<file path="src/rtl/mvm_pkg.sv">
// mvm_pkg
// Shared constants and types for the matrix-vector multiplier datapath and
// its result write-back master.
//   rw_state_t    : write-back FSM states (encodings are visible on LEDs)
//   RESULT_W      : width of one accumulator result
//   BUS_W         : Avalon-MM data bus width
//   MVM_NUM_OUT   : number of accumulator results per matrix-vector product
//   zext_result() : zero-extends a result onto the data bus
package mvm_pkg;

    localparam int unsigned RESULT_W    = 24;
    localparam int unsigned BUS_W       = 64;
    localparam int unsigned MVM_NUM_OUT = 8;

    typedef enum logic [1:0] {
        RW_IDLE  = 2'd0,
        RW_WRITE = 2'd1,
        RW_DONE  = 2'd2,
        RW_ERROR = 2'd3
    } rw_state_t;

    function automatic logic [BUS_W-1:0] zext_result(input logic [RESULT_W-1:0] r);
        return {{(BUS_W - RESULT_W){1'b0}}, r};
    endfunction

endpackage

</file>
<file path="src/rtl/result_writeback.sv">
// result_writeback
// Avalon-MM write master that snapshots the eight accumulator results of
// mat_vec_mult on `start` and writes them, one 64-bit word each, to
// BASE_ADDR + index*STRIDE. A write that stalls TIMEOUT consecutive cycles
// aborts the sequence into ERROR.
// Ports:
//   clk, rst            : clock, asynchronous active-high reset
//   start               : one-cycle request (ignored while writing)
//   mac_out_0..7        : accumulator results to be written
//   avm_address/write/writedata, avm_waitrequest : Avalon-MM write master
//   busy, done, error   : status levels decoded from the FSM state
//   state_out           : raw FSM encoding for LEDs
//   wr_count            : number of writes accepted in the current run
module result_writeback
    import mvm_pkg::*;
#(
    parameter logic [31:0] BASE_ADDR = 32'h0000_0100,
    parameter int unsigned STRIDE    = 8,
    parameter int unsigned NUM_OUT   = MVM_NUM_OUT,
    parameter int unsigned TIMEOUT   = 256
) (
    input  logic                clk,
    input  logic                rst,
    input  logic                start,
    input  logic [RESULT_W-1:0] mac_out_0,
    input  logic [RESULT_W-1:0] mac_out_1,
    input  logic [RESULT_W-1:0] mac_out_2,
    input  logic [RESULT_W-1:0] mac_out_3,
    input  logic [RESULT_W-1:0] mac_out_4,
    input  logic [RESULT_W-1:0] mac_out_5,
    input  logic [RESULT_W-1:0] mac_out_6,
    input  logic [RESULT_W-1:0] mac_out_7,
    output logic [31:0]         avm_address,
    output logic                avm_write,
    output logic [BUS_W-1:0]    avm_writedata,
    input  logic                avm_waitrequest,
    output logic                busy,
    output logic                done,
    output logic                error,
    output logic [1:0]          state_out,
    output logic [3:0]          wr_count
);

    localparam int unsigned          STALL_W    = $clog2(TIMEOUT);
    localparam logic [STALL_W-1:0]   STALL_LAST = STALL_W'(TIMEOUT - 1);
    localparam logic [STALL_W-1:0]   STALL_ONE  = STALL_W'(1);
    localparam logic [2:0]           LAST_IDX   = 3'(NUM_OUT - 1);
    localparam logic [31:0]          STRIDE_B   = 32'(STRIDE);

    rw_state_t           state_q, state_d;
    logic [2:0]          idx_q, idx_d;
    logic [3:0]          cnt_q, cnt_d;
    logic [STALL_W-1:0]  stall_q, stall_d;
    logic [31:0]         addr_q, addr_d;
    logic [BUS_W-1:0]    data_q, data_d;
    logic [RESULT_W-1:0] snap_q [8];
    logic [RESULT_W-1:0] snap_d [8];
    logic [RESULT_W-1:0] mac_in [8];

    always_comb begin
        mac_in[0] = mac_out_0;
        mac_in[1] = mac_out_1;
        mac_in[2] = mac_out_2;
        mac_in[3] = mac_out_3;
        mac_in[4] = mac_out_4;
        mac_in[5] = mac_out_5;
        mac_in[6] = mac_out_6;
        mac_in[7] = mac_out_7;
    end

    // Address and data are registered and only advance on acceptance, so
    // they are inherently held stable while the slave asserts waitrequest.
    always_comb begin
        // NOTE: every variable gets a hold default first so no path through
        // the case below can leave one unassigned and infer a latch.
        state_d = state_q;
        idx_d   = idx_q;
        cnt_d   = cnt_q;
        stall_d = stall_q;
        addr_d  = addr_q;
        data_d  = data_q;
        snap_d  = snap_q;

        case (state_q)
            RW_WRITE: begin
                if (!avm_waitrequest) begin
                    idx_d   = idx_q + 3'd1;
                    cnt_d   = cnt_q + 4'd1;
                    stall_d = '0;
                    if (idx_q == LAST_IDX) begin
                        state_d = RW_DONE;
                    end else begin
                        addr_d = addr_q + STRIDE_B;
                        data_d = zext_result(snap_q[idx_d]);
                    end
                end else begin
                    stall_d = stall_q + STALL_ONE;
                    // stall_q still holds the count of earlier stalls, so this
                    // is the TIMEOUT-th consecutive stalled cycle.
                    if (stall_q == STALL_LAST) begin
                        state_d = RW_ERROR;
                    end
                end
            end
            default: begin
                // IDLE, DONE, ERROR: a start restarts from scratch. The first
                // word comes straight from the inputs since the snapshot is
                // being captured on this same edge.
                if (start) begin
                    snap_d  = mac_in;
                    idx_d   = '0;
                    cnt_d   = '0;
                    stall_d = '0;
                    addr_d  = BASE_ADDR;
                    data_d  = zext_result(mac_in[0]);
                    state_d = RW_WRITE;
                end
            end
        endcase
    end

    // NOTE: sequential state uses non-blocking assignments so every flop
    // samples the pre-edge value of every other flop.
    always_ff @(posedge clk or posedge rst) begin
        if (rst) begin
            state_q <= RW_IDLE;
            idx_q   <= '0;
            cnt_q   <= '0;
            stall_q <= '0;
            addr_q  <= '0;
            data_q  <= '0;
            // NOTE: the snapshot array is small and must read as zero after
            // reset, so it is reset along with the control flops.
            snap_q  <= '{default: '0};
        end else begin
            state_q <= state_d;
            idx_q   <= idx_d;
            cnt_q   <= cnt_d;
            stall_q <= stall_d;
            addr_q  <= addr_d;
            data_q  <= data_d;
            snap_q  <= snap_d;
        end
    end

    assign avm_write     = (state_q == RW_WRITE);
    assign avm_address   = addr_q;
    assign avm_writedata = data_q;
    assign busy          = (state_q == RW_WRITE);
    assign done          = (state_q == RW_DONE);
    assign error         = (state_q == RW_ERROR);
    assign state_out     = state_q;
    assign wr_count      = cnt_q;

endmodule
</file>
<file path="config.mk">
export PLATFORM = sky130hd
export DESIGN_NAME = result_writeback
export DESIGN_NICKNAME = d
export VERILOG_FILES = /design/src/rtl/mvm_pkg.sv /design/src/rtl/result_writeback.sv
export SDC_FILE = /design/constraint.sdc
export NUM_CORES = 1
export LEC_CHECK = 0
export ABC_AREA = 1
export BUFFER_PORTS_ARGS = -buffer_cell sky130_fd_sc_hd__buf_2
export CORE_MARGIN = 2
export CORE_UTILIZATION = 55
export CTS_BUF_LIST = sky130_fd_sc_hd__clkbuf_8
export DETAILED_ROUTE_END_ITERATION = 10
export MAX_ROUTING_LAYER = met4
export PLACE_DENSITY = 0.82
export RECOVER_POWER = 25
export SLEW_MARGIN = 20
export SYNTH_ARGS = -nofsm -noshare
export SYNTH_HDL_FRONTEND = slang
export SYNTH_SLANG_ARGS = --single-unit
</file>
<file path="constraint.sdc">
create_clock -name clk -period 22.6 [get_ports clk]
set_input_delay 1.13 -clock clk [delete_from_list [all_inputs] [get_ports clk]]
set_output_delay 1.13 -clock clk [all_outputs]
set_load 0.02 [all_outputs]
</file>
==> results.sh, run 1 <==
export IMPL_die_h_um=155
export IMPL_endpoint="snap_q[132]"
export IMPL_status="finished, violations left"
export IMPL_setup_tns_ns=0
export IMPL_postLayoutCellArea_um2=14600
export IMPL_dp_hpwl_mm=22.6
export IMPL_slew_headroom_pct=-202
export IMPL_worstSetupStartpointType="input port"
export IMPL_skew_ns=0.0206
export IMPL_r2r_cells=6
export IMPL_dieArea_um2=24100
export IMPL_synth_top_family_by_area="simple AND/OR/NAND/NOR gates"
export IMPL_end_kind="asynchronous set/reset pin"
export IMPL_syn_to_final_growth_pct=15.9
export IMPL_power_density_nw_per_um2=131
export IMPL_portBuffers=258
export IMPL_synthDistinctLibCells=35
export IMPL_grt_max_degree=185
export IMPL_clk_pin_slew_worst_paths_ns=0.06
export IMPL_fillCellCount=1918
export IMPL_yosysWarnings=0
export IMPL_synth_compound_area_share_pct=12.3
export IMPL_synth_simple_area_share_pct=24.1
export IMPL_antenna_found_initial=1
export IMPL_ios=302
export IMPL_critPathMaxFanout=101
export IMPL_synthArstFlopShare_pct=100
export IMPL_synth_xor_area_share_pct=0.278
export IMPL_synth_seq_cells=262
export IMPL_vias=11300
export IMPL_detail_route_wl_per_cell_um=15.9
export IMPL_slew_violations=188
export IMPL_grt_ovfl_total=0
export IMPL_grt_pass1_vias=10700
export IMPL_via_per_inst=5.34
export IMPL_cts_buffers=44
export IMPL_rsz0062_at_grt="false"
export IMPL_maxCapViolations=2
export IMPL_final_common_cell="nand2_1"
export IMPL_synth_edff_count=0
export IMPL_min_period_ns=7.41
export IMPL_finalSetupViolations=0
export IMPL_synthCells=1585
export IMPL_root_buffer="clkbuf_8"
export IMPL_htree_num_levels=2
export IMPL_place_gp_congestion=0.870
export IMPL_num_rows=55
export IMPL_nets=2005
export IMPL_syn_area_per_cell_um2=7.94
export IMPL_dp_slack_ns=18.92
export IMPL_finalWorstSetupSlack_ns=15.19
export IMPL_r2r_setup_slack_ns=19.51
export IMPL_ctsHoldBuffers=0
export IMPL_start_util_pct=55.8
export IMPL_drcViolationCount=0
export IMPL_postRouteAntennaNets=0
export IMPL_max_freq_mhz=135
export IMPL_holdCritPathClass="flip-flop to flip-flop"
export IMPL_coreArea_um2=22600
export IMPL_grtUsageTotal_pct=28.7
export IMPL_cts_sinks=262
export IMPL_tritoncts="built"
export IMPL_worstSkewPairLatency_ns=0.56
export IMPL_totalWireLength_mm=33.7
export IMPL_r2r_end="snap_q[176]"
export IMPL_hold_viol=0
export IMPL_peakVddDrop_uv=79.8
export IMPL_synth_flop_cell="dfrtp_1"
export IMPL_final_layout_size_suffix_gt1_share_pct=18.5
export IMPL_cts_resized=0
export IMPL_tightestPinTransition_ns=4.51
export IMPL_grt_pass1_wl_mm=53.5
export IMPL_synthMuxAreaShare_pct=0
export IMPL_ys_seq_area_share_pct=52.1
export IMPL_postCtsSetupBuffers=0
export IMPL_timing_rr_start="state_out[0]"
export IMPL_chipWidth_um=155
export IMPL_final_cell_mix="544 x nand2_1, 261 x dfrtp_1, 257 x buf_2, 165 x inv_1, 159 x o21ai_0"
export IMPL_required_ns=22.24
export IMPL_leakage_nw=7.67
export IMPL_synth_fa_ha_area_share_pct=0.497
export IMPL_clockBufferDepth=3
export IMPL_first_iter_violations=1175
export IMPL_placed_area_um2=13700
export IMPL_synth_area_um2=12600
export IMPL_path_class="input port to asynchronous set/reset pin"
export IMPL_violations="max-capacitance violations, max-slew violations"
export IMPL_arrival_ns=7.05
export IMPL_firstDrtPassIters=8
export IMPL_period_share_pct=32.8
export IMPL_startpoint="rst"
## routing by layer
layer  vias up  GRT usage (%)  part of all wire, %
met5         -              -                    0
met4         0           11.2                  3.2
met3        77           4.62                  7.6
met2       477           45.9                   47
met1      5338           37.1                   42
li1       5427              -                    -
## cells by family (layout without fill, tap and decap cells)
family / Yosys count / after routing
adder cells (fa/ha/maj): 5 / 5
buffers and inverters: 288 / 496
XOR/XNOR: 4 / 4
AO/OA/AOI/OAI: 282 / 282
other: 1 / 44
AND/OR/NAND/NOR: 743 / 743
flip-flops: 262 / 262
## power by group
part	internal [W]	switching, W	total (W)
Clock	0.000232	0.000189	0.000421
Combinational	0.000227	0.000476	0.000704
Sequential	0.000672	0.000113	0.000785
## critical path, stage by stage
cell	delay, ns
buf_2	0.10
clkinvlp_2	2.48
clkbuf_1	3.21
## worst min-delay path by stage
| stage | to | startpoint | depth (start not counted) | slack, ns |
|---|---|---|---|---|
| 2_1_floorplan | snap_q[144] | snap_q[144] | 2 | 0.44 |
| 3_3_place_gp | snap_q[162] | snap_q[162] | 2 | 0.46 |
| 3_5_place_dp | snap_q[65] | snap_q[65] | 2 | 0.46 |
| 4_1_cts | snap_q[61] | snap_q[61] | 2 | 0.48 |
| 5_1_grt | snap_q[145] | snap_q[145] | 2 | 0.49 |
| 6_report | snap_q[53] | snap_q[53] | 2 | 0.47 |
## registers in the layout, summed over array words and instances, names as in the netlist
name,flops
idx_q,3
state_out,2
avm_address,29
avm_writedata,24
wr_count,4
snap_q,192
stall_q,8
## layout make-up
cell class / count / area, µm² / area share [%]
repair buffers: 264 / 1330 / 9.12
clock buffers: 59 / 812 / 5.56
well taps: 285 / 357 / 2.44
flip-flops and latches: 262 / 6560 / 44.9
diodes: 1 / 2.50 / 0.0171
clock inverters: 18 / 78.8 / 0.540
multi-input cells: 1077 / 4860 / 33.3
inverters: 155 / 592 / 4.05
## Yosys cell counts, types with 8 or more instances
cell type | instances | share of area [%]
nor2_1 | 46 | 1.4
nand3_1 | 130 | 5.2
dfrtp_1 | 262 | 52
clkbuf_1 | 30 | 0.89
buf_4 | 44 | 2.6
o21ai_0 | 159 | 6.3
a21oi_1 | 64 | 2.5
o211ai_1 | 48 | 2.9
inv_1 | 151 | 4.5
nand2_1 | 545 | 16
nand4_1 | 8 | 0.40
buf_2 | 51 | 2.0
## per-stage QoR
step           power [W]  hold slack [ns]  utilization [%]  instances
2_1_floorplan    0.00129            0.444                -       1627
3_3_place_gp     0.00145            0.457             60.8       2043
3_5_place_dp     0.00148            0.460             60.8       2043
4_1_cts          0.00191            0.476             64.7       2120
5_1_grt          0.00205            0.491             64.7       2121
6_report         0.00191            0.475             64.7       2121
No activity file was read; power rests on OpenSTA's default activity.
==> inputs of run 2 (changes only) <==
clock period = 7.2 ns   (was 22.6 ns; I/O delays follow)
==> results.sh, run 2 (synthesized netlist as in run 1, its figures left out) <==
export IMPL_dieArea_um2=24100
export IMPL_maxCapViolations=1
export IMPL_postCtsSetupBuffers=0
export IMPL_final_layout_size_suffix_gt1_share_pct=15.2
export IMPL_cts_sinks=262
export IMPL_min_period_ns=3.21
export IMPL_die_h_um=155
export IMPL_tightestPinTransition_ns=1.49
export IMPL_coreArea_um2=22600
export IMPL_skew_ns=0.0295
export IMPL_vias=11600
export IMPL_cts_resized=0
export IMPL_holdCritPathClass="input port to flip-flop"
export IMPL_hold_viol=0
export IMPL_drcViolationCount=0
export IMPL_final_cell_mix="546 x nand2_1, 261 x dfrtp_1, 196 x buf_2, 161 x inv_1, 159 x o21ai_0"
export IMPL_detail_route_wl_per_cell_um=16.3
export IMPL_peakVddDrop_uv=319
export IMPL_placed_area_um2=13700
export IMPL_leakage_nw=7.57
export IMPL_grt_pass1_vias=10900
export IMPL_start_util_pct=55.8
export IMPL_root_buffer="clkbuf_8"
export IMPL_antenna_found_initial=1
export IMPL_clk_pin_slew_worst_paths_ns=0.06
export IMPL_path_buf_inv=1
export IMPL_dp_hpwl_mm=23.4
export IMPL_slowest_stage="ha_1"
export IMPL_totalWireLength_mm=35.2
export IMPL_crit_chain="ha_4, ha_1, inv_1, nand3_1, nand3_1, nand3_1"
export IMPL_tritoncts="built"
export IMPL_grt_pass1_wl_mm=55.1
export IMPL_fillCellCount=1901
export IMPL_finalSetupViolations=0
export IMPL_power_density_nw_per_um2=410
export IMPL_power_w=0.00609
export IMPL_num_rows=55
export IMPL_firstDrtPassIters=6
export IMPL_clockBufferDepth=3
export IMPL_required_ns=7.68
export IMPL_cp_slowest_stage_delay_ns=0.88
export IMPL_slew_violations=0
export IMPL_worstSkewPairLatency_ns=0.55
export IMPL_chipWidth_um=155
export IMPL_ios=302
export IMPL_cts_buffers=44
export IMPL_violations="max-capacitance violations"
export IMPL_critPathMaxFanout=56
export IMPL_setup_tns_ns=0
export IMPL_place_gp_congestion=0.857
export IMPL_end_kind="flip-flop"
export IMPL_grt_ovfl_total=0
export IMPL_worstSetupStartpointType="flip-flop"
export IMPL_postLayoutCellArea_um2=14800
export IMPL_grtUsageTotal_pct=29.7
export IMPL_first_iter_violations=1216
export IMPL_status="finished, violations left"
export IMPL_rsz0062_at_grt="false"
export IMPL_htree_num_levels=2
export IMPL_cpMostUsedCell="nand3_1"
export IMPL_slew_headroom_pct=0.444
export IMPL_final_common_cell="nand2_1"
export IMPL_max_freq_mhz=312
export IMPL_period_share_pct=44.5
export IMPL_syn_to_final_growth_pct=17.9
export IMPL_postRouteAntennaNets=0
export IMPL_nets=2034
export IMPL_grt_max_degree=196
export IMPL_cpLargestDelayFamily="adder cells"
export IMPL_path_class="flip-flop to flip-flop"
export IMPL_largest_reg_flops=192
export IMPL_arrival_ns=3.68
export IMPL_via_per_inst=5.40
export IMPL_largest_register="snap_q"
export IMPL_portBuffers=258
## run 2: cell count changes in the layout (fill, tap and decap cells not counted), sizes merged
cell         delta
buf            -59
clkbuf         +56
dlygate4sd3    +28
clkinv          +6
inv             -5
bufinv          +2
clkinvlp        +2
diode           +1
## run 2: area by class of cell
cell class,instances,area [µm²],area share (%)
tap,285,357,2.40
multi-input combinational,1077,4850,32.7
timing repair buffer,293,1560,10.5
antenna,2,5.00,0.0337
clock buffer,55,757,5.10
inverter,155,592,3.99
sequential,262,6560,44.2
clock inverter,23,156,1.05
## run 2: timing repair
action                     CTS  global route
hold endpoints to repair    57             0
hold buffers                28             0
setup endpoints to repair    0             0
## run 2: worst paths after layout
path                                    start                end  slack, ns  cells past startpoint
worst max register to register       idx_q[0]  avm_writedata[12]       3.99                      6
max in group asynchronous                 rst           idx_q[0]       4.83                      4
worst max-delay path                 idx_q[0]  avm_writedata[12]       3.99                      6
min in group asynchronous                 rst          snap_q[2]       0.70                      3
worst min register to register     snap_q[62]         snap_q[62]       0.48                      2
worst min-delay path            mac_out_7[11]         snap_q[11]       0.02                      3
## run 2: routing by layer
layer / vias up / routed length [µm] / track usage (%)
li1: 5480 / - / -
met1: 5512 / 14200 / 38.9
met2: 560 / 17000 / 48.1
met3: 62 / 2970 / 4.46
met4: 0 / 1020 / 9.44
met5: - / 0 / -
## run 2: metrics by stage
stage | worst slack, ns | hold WS, ns | std cells | util [%]
global placement | 3.98 | 0.457 | 2043 | 60.7
finish | 3.99 | 0.0195 | 2152 | 65.8
detailed placement | 3.74 | 0.460 | 2043 | 60.7
floorplan | 3.38 | 0.444 | 1627 | -
global route | 3.77 | 0.0106 | 2151 | 65.8
CTS | 3.72 | 0.000272 | 2149 | 66.0
## run 2: worst min-delay path, stage by stage
cell	delay, ns
buf_2	0.07
nand2_1	0.05
nand2_1	0.05
## run 2: power by group
group | total, W | internal (W) | switching (W)
combinational | 0.00228 | 0.000705 | 0.00158
clock | 0.00137 | 0.000761 | 0.000606
sequential | 0.00244 | 0.00211 | 0.000331
total | 0.00609 | 0.00357 | 0.00251
==> inputs of run 3 (changes only) <==
ABC_AREA = 0   (was 1)
clock period = 3.4 ns   (was 7.2 ns; I/O delays follow)
==> results.sh, run 3 <==
export IMPL_end_kind="flip-flop"
export IMPL_critPathMaxFanout=10
export IMPL_min_period_ns=2.55
export IMPL_grt_pass1_wl_mm=62.7
export IMPL_grt_max_degree=98
export IMPL_synth_edff_count=0
export IMPL_yosys_area_top_type_share_pct=54.2
export IMPL_skew_ns=0.0327
export IMPL_grt_util_met1_pct=42.6
export IMPL_synthCells=1261
export IMPL_use_met3_pct=8.59
export IMPL_syn_area_per_cell_um2=9.60
export IMPL_setup_tns_ns=0
export IMPL_required_ns=3.86
export IMPL_r2r_setup_slack_ns=0.85
export IMPL_path_class="flip-flop to flip-flop"
export IMPL_synth_flop_cell="dfrtp_1"
export IMPL_leakage_nw=8.54
export IMPL_postRouteAntennaNets=0
export IMPL_ys_top_cells_by_area="dfrtp_1 54%, nand2_1 19%, mux4_2 8.9%"
export IMPL_min_delay_start="mac_out_2[12]"
export IMPL_violations="max-capacitance violations, max-slew violations"
export IMPL_arrival_ns=3.00
export IMPL_portBuffers=258
export IMPL_die_h_um=152
export IMPL_yosysWarnings=0
export IMPL_finalWorstSetupSlack_ns=0.855
export IMPL_dieArea_um2=23200
export IMPL_grt_ovfl_total=0
export IMPL_hold_viol=0
export IMPL_synth_top_area_cell="dfrtp_1"
export IMPL_ios=302
export IMPL_chipWidth_um=152
export IMPL_tritoncts="built"
export IMPL_ys_seq_area_share_pct=54.2
export IMPL_holdPathEnd="snap_q[132]"
export IMPL_clockBufferDepth=3
export IMPL_grtUsageTotal_pct=35.6
export IMPL_peakVddDrop_uv=644
export IMPL_synth_commonest_cells="613 x nand2_1, 262 x dfrtp_1, 48 x mux4_2"
export IMPL_vias=11300
export IMPL_finalSetupViolations=0
export IMPL_holdCritPathClass="input port to flip-flop"
export IMPL_power_w=0.0136
export IMPL_r2r_cells=7
export IMPL_slew_violations=77
export IMPL_final_cell_mix="612 x nand2_1, 261 x dfrtp_1, 258 x buf_2, 195 x dlygate4sd3_1, 55 x clkbuf_8"
export IMPL_grt_pass1_vias=11900
export IMPL_largest_register="snap_q"
export IMPL_synth_seq_cells=262
export IMPL_place_gp_congestion=0.869
export IMPL_fin_util_pct=75.3
export IMPL_synth_area_um2=12100
export IMPL_drcViolationCount=0
export IMPL_final_common_cell="nand2_1"
export IMPL_final_layout_size_suffix_gt1_share_pct=23.1
export IMPL_slew_headroom_pct=-25.0
export IMPL_root_buffer="clkbuf_8"
export IMPL_grtUsageMet2_pct=55.3
export IMPL_coreArea_um2=21700
export IMPL_cts_sinks=262
export IMPL_yosys_cell_count_top_type="nand2_1"
export IMPL_synthDistinctLibCells=43
export IMPL_cts_resized=0
export IMPL_dp_slack_ns=0.898
export IMPL_cts_buffers=44
export IMPL_nets=1903
export IMPL_via_per_inst=5.60
export IMPL_dp_hpwl_mm=20.9
export IMPL_start_util_pct=55.8
export IMPL_r2r_end="avm_address[25]"
export IMPL_worstSetupStartpointType="flip-flop"
export IMPL_detail_route_wl_per_cell_um=19.8
export IMPL_place_inst=1741
export IMPL_firstDrtPassIters=5
export IMPL_antenna_found_initial=5
export IMPL_syn_to_final_growth_pct=35.0
export IMPL_max_freq_mhz=393
export IMPL_num_rows=54
export IMPL_worstSkewPairLatency_ns=0.57
export IMPL_synthArstFlopShare_pct=100
export IMPL_tightestPinTransition_ns=1.87
export IMPL_period_share_pct=74.9
export IMPL_busiest_layer="met2"
export IMPL_clk_pin_slew_worst_paths_ns=0.07
export IMPL_timing_rr_start="idx_q[0]"
export IMPL_instances_no_fill=2019
export IMPL_first_iter_violations=1129
export IMPL_largest_reg_flops=192
export IMPL_power_density_nw_per_um2=832
export IMPL_status="finished, violations left"
export IMPL_maxCapViolations=1
export IMPL_htree_num_levels=2
export IMPL_hold_depth=4
export IMPL_totalWireLength_mm=39.9
export IMPL_rsz0062_at_grt="false"
[run 3: cell type report]
class | count | area (µm²)
flip-flops and latches | 262 | 6560
repair buffers | 468 | 3430
well taps | 280 | 350
fillers | 1350 | 5350
inverters | 5 | 20.0
clock inverters | 23 | 130
diodes | 5 | 12.5
multi-input cells | 921 | 5070
clock buffers | 55 | 757
[run 3: what timing repair did]
action / in CTS / in global routing
hold buffers: 195 / 0
setup buffers: 0 / 0
hold endpoints to repair: 483 / 0
[run 3: worst max path at each step]
stage,from,to,slack [ns],cells after the start
floorplan,rst,avm_address[10],-0.23,1
global placement,idx_q[0],avm_address[31],0.96,7
detailed placement,idx_q[0],avm_address[30],0.90,7
CTS,idx_q[0],avm_address[23],0.85,7
global route,rst,idx_q[0],0.56,4
finish,idx_q[0],avm_address[25],0.85,7
[run 3: power breakdown]
group          leakage, nW  internal [W]  switching (W)  total [W]
combinational         4.69       0.00238        0.00317    0.00555
sequential            3.35       0.00436       0.000810    0.00517
clock                0.505       0.00154        0.00134    0.00287
[run 3: stage by stage]
stage / hold slack [ns] / cell area (µm²)
3_3_place_gp: 0.361 / 13500
3_5_place_dp: 0.362 / 13500
2_1_floorplan: 0.275 / 12300
5_1_grt: 0.346 / 16300
4_1_cts: 0.310 / 16300
6_report: 0.337 / 16300
[run 3: cell families (layout without fill, tap and decap cells)]
group / Yosys count / count (layout) / synth area share [%]
simple gates: 703 / 703 / 23.5
flops: 262 / 262 / 54.2
buf+inv: 120 / 551 / 5.43
compound gates: 79 / 79 / 4.07
mux: 72 / 72 / 10.9
xor+xnor: 19 / 19 / 1.37
fa+ha+maj: 5 / 5 / 0.517
other cells: 1 / 48 / 0.0310
[run 3: routing by layer]
metal | vias up | routed length, µm
met5 | - | 0
met4 | 0 | 2470
met3 | 213 | 3490
met2 | 749 | 19400
met1 | 5413 | 14500
li1 | 4931 | -
[run 3: critical path, stage by stage, from the launching register on]
cell and delay, ns:
dfrtp_4 0.48, ha_2 0.19, ha_2 0.19, nor4b_4 0.47, a21o_1 0.41, nand4_4 0.20
or3_1 0.36, a21oi_1 0.16
